==> src/rtl/counter_sequencer.sv <==
// Run-control sequencer for a WIDTH-bit up-counter with a programmable prescaler.
// Handles start/hold/stop, terminal-count detection, and one-shot vs auto-reload.
module counter_sequencer #(
    parameter int WIDTH   = 4,
    parameter int PRESC_W = 8
) (
    input  logic               clk,
    input  logic               reset_n,
    input  logic               start,
    input  logic               stop,
    input  logic               hold,
    input  logic               auto_reload,
    input  logic [WIDTH-1:0]   term_val,
    input  logic [PRESC_W-1:0] prescale,
    output logic [WIDTH-1:0]   count,
    output logic               tc,
    output logic               busy,
    output logic               done,
    output logic [1:0]         state
);

    typedef enum logic [1:0] {
        IDLE = 2'b00,
        RUN  = 2'b01,
        HOLD = 2'b10,
        DONE = 2'b11
    } state_t;

    state_t             st;
    logic [PRESC_W-1:0] pre_cnt;
    logic [PRESC_W-1:0] pre_q;
    logic [WIDTH-1:0]   term_q;
    logic               active;

    assign active = (st == RUN) || (st == HOLD);

    always_ff @(posedge clk or negedge reset_n) begin
        if (!reset_n) begin
            st      <= IDLE;
            count   <= '0;
            pre_cnt <= '0;
            pre_q   <= '0;
            term_q  <= '0;
            tc      <= 1'b0;
        end else begin
            tc <= 1'b0;
            if (stop && st != IDLE) begin
                st      <= IDLE;
                count   <= '0;
                pre_cnt <= '0;
            end else if (start) begin
                st      <= RUN;
                count   <= '0;
                pre_cnt <= '0;
                term_q  <= term_val;
                pre_q   <= prescale;
            end else if (active && hold) begin
                st <= HOLD;
            end else if (active) begin
                // The release edge out of HOLD is an ordinary run edge, so a
                // hold of N edges delays the sequence by exactly N cycles.
                st <= RUN;
                if (pre_cnt == pre_q) begin
                    pre_cnt <= '0;
                    if (count != term_q) begin
                        count <= count + 1'b1;
                    end else begin
                        tc <= 1'b1;
                        if (auto_reload) count <= '0;
                        else             st    <= DONE;
                    end
                end else begin
                    pre_cnt <= pre_cnt + 1'b1;
                end
            end
        end
    end

    assign state = st;
    assign busy  = active;
    assign done  = (st == DONE);

endmodule

==> config.mk <==
export PLATFORM = sky130hd
export DESIGN_NAME = counter_sequencer
export DESIGN_NICKNAME = d
export VERILOG_FILES = /design/src/rtl/counter_sequencer.sv
export SDC_FILE = /design/constraint.sdc
export NUM_CORES = 1
export LEC_CHECK = 0
export CELL_PAD_IN_SITES_DETAIL_PLACEMENT = 2
export CELL_PAD_IN_SITES_GLOBAL_PLACEMENT = 2
export CORE_MARGIN = 2
export CORE_UTILIZATION = 34
export CTS_BUF_LIST = sky130_fd_sc_hd__clkbuf_4 sky130_fd_sc_hd__clkbuf_8
export DETAILED_ROUTE_END_ITERATION = 8
export GPL_ROUTABILITY_DRIVEN = 0
export PLACE_DENSITY = 0.82
export SYNTH_ARGS = -nofsm -noshare
export SYNTH_HDL_FRONTEND = slang
export SYNTH_SLANG_ARGS = --single-unit
==> constraint.sdc <==
create_clock -name clk -period 2.03 [get_ports clk]
set_input_delay 0.203 -clock clk [delete_from_list [all_inputs] [get_ports clk]]
set_output_delay 0.203 -clock clk [all_outputs]
set_load 0.05 [all_outputs]
==> run_results.csv <==
group,metric,value,unit
yosys,ys_ff_latch,27,
global_routing,overflow,0,
floorplan,core_area,4000,µm²
yosys,synth_top_area_cell,"dfrtp_1",
route,via_per_inst,5.29,
power_and_ir_drop,internal_power,1170,µW
clock_tree,cts_root_buf,"clkbuf_8",
floorplan,initial_core_util,35.1,%
finish,fillers,404,
floorplan,die_area,4660,µm²
placement,io_buffer_count,26,
clock_tree,cts.repair.resized,0,
yosys,async_flop_share,100,%
timing,whs,0.296,ns
setup_path,slowest_stage,"dfrtp_1",
floorplan,dieWidth,68.3,µm
setup_path,critPathKind,"reg -> reg",
timing,finalClockSkew,0.00668,ns
setup_path,crit_chain,"xor2_1 > nor4_2 > nand2_1 > o31ai_1 > a21oi_1",
power_and_ir_drop,p_sw,768,µW
yosys,synth_cell_types,33,
global_routing,antenna_found_initial,0,
floorplan,fp-row-count,23,
timing,fin_crit_sh,92.4,%
clock_tree,cts_hold_buf,0,
finish,antennaDiodeCount,0,
placement,hpwl,2750,µm
yosys,synthCells,124,
finish,instances_no_fill,204,
clock_tree,clock_latency,0.28,ns
yosys,syn-num-nets,146,
setup_path,cp.required,2.19,ns
route,ant_nets,0,
clock_tree,clock_sinks,27,
clock_tree,clkTransAtPathRegs,0.10,ns
power_and_ir_drop,p_clk_share,16.4,%
finish,fin_nets,177,
power_and_ir_drop,comb_power_share,44.2,%
global_routing,grt_pass1_wl,5950,µm
placement,dp_cells,200,
clock_tree,htree_levels,1,
timing,fmax,533,MHz
route,drcViolationCount,0,
route,avgRoutedWirePerCell,18.5,µm
yosys,synthFlopType,"dfrtp_1",
yosys,yosysTopAreaCellShare,48.1,%
floorplan,die_h,68.3,µm
power_and_ir_drop,leakage,0.000731,µW
floorplan,io_pins,27,
clock_tree,cts_buffers,3,
global_routing,grt_usage,17.8,%
setup_path,critPathMaxFanout,7,
timing,final.min_clock_period,1.88,ns
yosys,ys_top_cells_by_count,"dfrtp_1, mux2_2, xor2_1",
yosys,synth-edff-count,0,
timing,drv_slew,0,
yosys,ys_seq_area_share,48.1,%
timing,worstMarginPinSlew,0.517,ns
setup_path,end_kind,"register",
power_and_ir_drop,p_seq_share,39.3,%
yosys,avgSynthCellArea,11.3,µm²
yosys,synth_most_common_cell,"dfrtp_1",
global_routing,grt_pass1_vias,1156,
clock_tree,cts_setup_buffers,0,
global_routing,grt_max_degree,28,
yosys,yosysWarnings,0,
route,drt_iter0_markers,12,
route,dr.pass1.iters,4,
finish,drive_above_1_share,21.4,%
route,drt_wl_total,3780,µm
yosys,yosys-top-cells-area,"dfrtp_1, mux2_2, xor2_1, xnor2_1, ha_1",
timing,slew_headroom,65.4,%
power_and_ir_drop,p_sw_share,39.7,%
setup_path,slowest_delay,0.47,ns
timing,hold_viol,0,
setup_path,crit_arrival,2.04,ns
run_status,status,"completed",
route,vias,1079,
finish,area_delta_synth_final,29.5,%
yosys,syn-cell-area,1410,µm²
run,drv_cap,0,
power_and_ir_drop,powerDensity,1060,nW/µm²
timing,rsz0062_at_grt,"false",
worst_hold_path,hold_path_class,"in -> async",
setup_path,critPathLaunchType,"register",
timing,setup_viol,0,
clock_tree,cts_buffer_depth,2,
clock_tree,cts_tree,"yes",
power_and_ir_drop,peakVddDrop,0.448,mV
==> metrics by stage <==
stage	setup WS [ns]	util, %	area [µm²]	total power [µW]	TNS [ns]
final	0.155	45.5	1820	1930	0
after global routing	0.0392	45.5	1820	2050	0
after CTS	0.145	45.4	1820	1960	0
after detailed placement	0.160	44.3	1770	1630	0
after global placement	0.243	44.3	1770	1570	0
after floorplan	-0.0190	-	1430	1360	-0.0190
==> cell type report <==
cell class / count / area (µm²) / area share, %
clock buffers: 3 / 41.3 / 2.27
clock inverters: 1 / 5.00 / 0.275
inverters: 3 / 11.3 / 0.619
multi-input cells: 89 / 713 / 39.2
flip-flops and latches: 27 / 678 / 37.3
well taps: 50 / 62.6 / 3.44
repair buffers: 31 / 308 / 16.9
==> power groups by stage <==
stage	Clock, µW	Combinational (µW)	Sequential (µW)
final	318	855	760
after global routing	340	928	781
after CTS	325	870	763
after detailed placement	0	860	774
after global placement	0	809	758
after floorplan	0	552	811
==> final timing paths <==
check	from	endpoint	slack [ns]	cells after the start
max	pre_cnt[2]$_DFFE_PN0P_	count[3]$_DFFE_PN0P_	0.15	5
min	reset_n	term_q[0]$_DFFE_PN0P_	0.30	2
max reg2reg	pre_cnt[2]$_DFFE_PN0P_	count[3]$_DFFE_PN0P_	0.15	5
min reg2reg	pre_q[5]$_DFFE_PN0P_	pre_q[5]$_DFFE_PN0P_	0.55	1
max in group asynchronous	reset_n	state[0]$_DFFE_PN0P_	1.45	2
min in group clk	prescale[3]	pre_q[3]$_DFFE_PN0P_	0.53	2
==> cells by family after synthesis <==
kind of cell | after synthesis | synth area share (%)
and+or+nand+nor | 37 | 15.8
adders and majority gates | 4 | 3.56
buffers and inverters | 8 | 2.76
AOI/OAI and AO/OA | 17 | 8.37
DFF | 27 | 48.1
muxes | 12 | 9.62
xor gates and xnor gates | 19 | 11.8
==> placed cells by master (no fill, tap or decap), types with 2 or more instances in the layout <==
cell type,Yosys,layout
dfrtp_1,27,25
clkdlybuf4s50_1,0,25
mux2_2,12,12
xor2_1,10,10
xnor2_1,9,9
nor3_1,8,8
a21oi_1,7,7
nand2_1,5,5
buf_4,0,5
nand3_1,4,4
nor2_1,4,4
inv_1,3,3
nand4b_1,3,3
o31ai_1,3,3
ha_1,4,3
clkbuf_8,0,3
nand2b_1,2,2
nor4_2,2,2
dfrtp_2,0,2
==> critical path: cells and delay by family, from the launching register on <==
family                    cells  cell delay [ns]
and+or+nand+nor               2             0.63
DFF                           1             0.47
AOI/OAI and AO/OA             2             0.45
xor gates and xnor gates      1             0.21
==> flip-flops by register name, indices dropped and copies added, names as in the netlist <==
signal	count
term_q	4
tc	1
state	2
pre_q	8
count	4
pre_cnt	8
==> layer usage <==
| metal | routed length [µm] | track usage, % |
|---|---|---|
| met5 | 0 | 0 |
| met3 | 97 | 1.97 |
| met1 | 1660 | 23.2 |
| met4 | 29 | 4.50 |
| met2 | 1990 | 31.3 |
(Power assumes the default switching activity.)
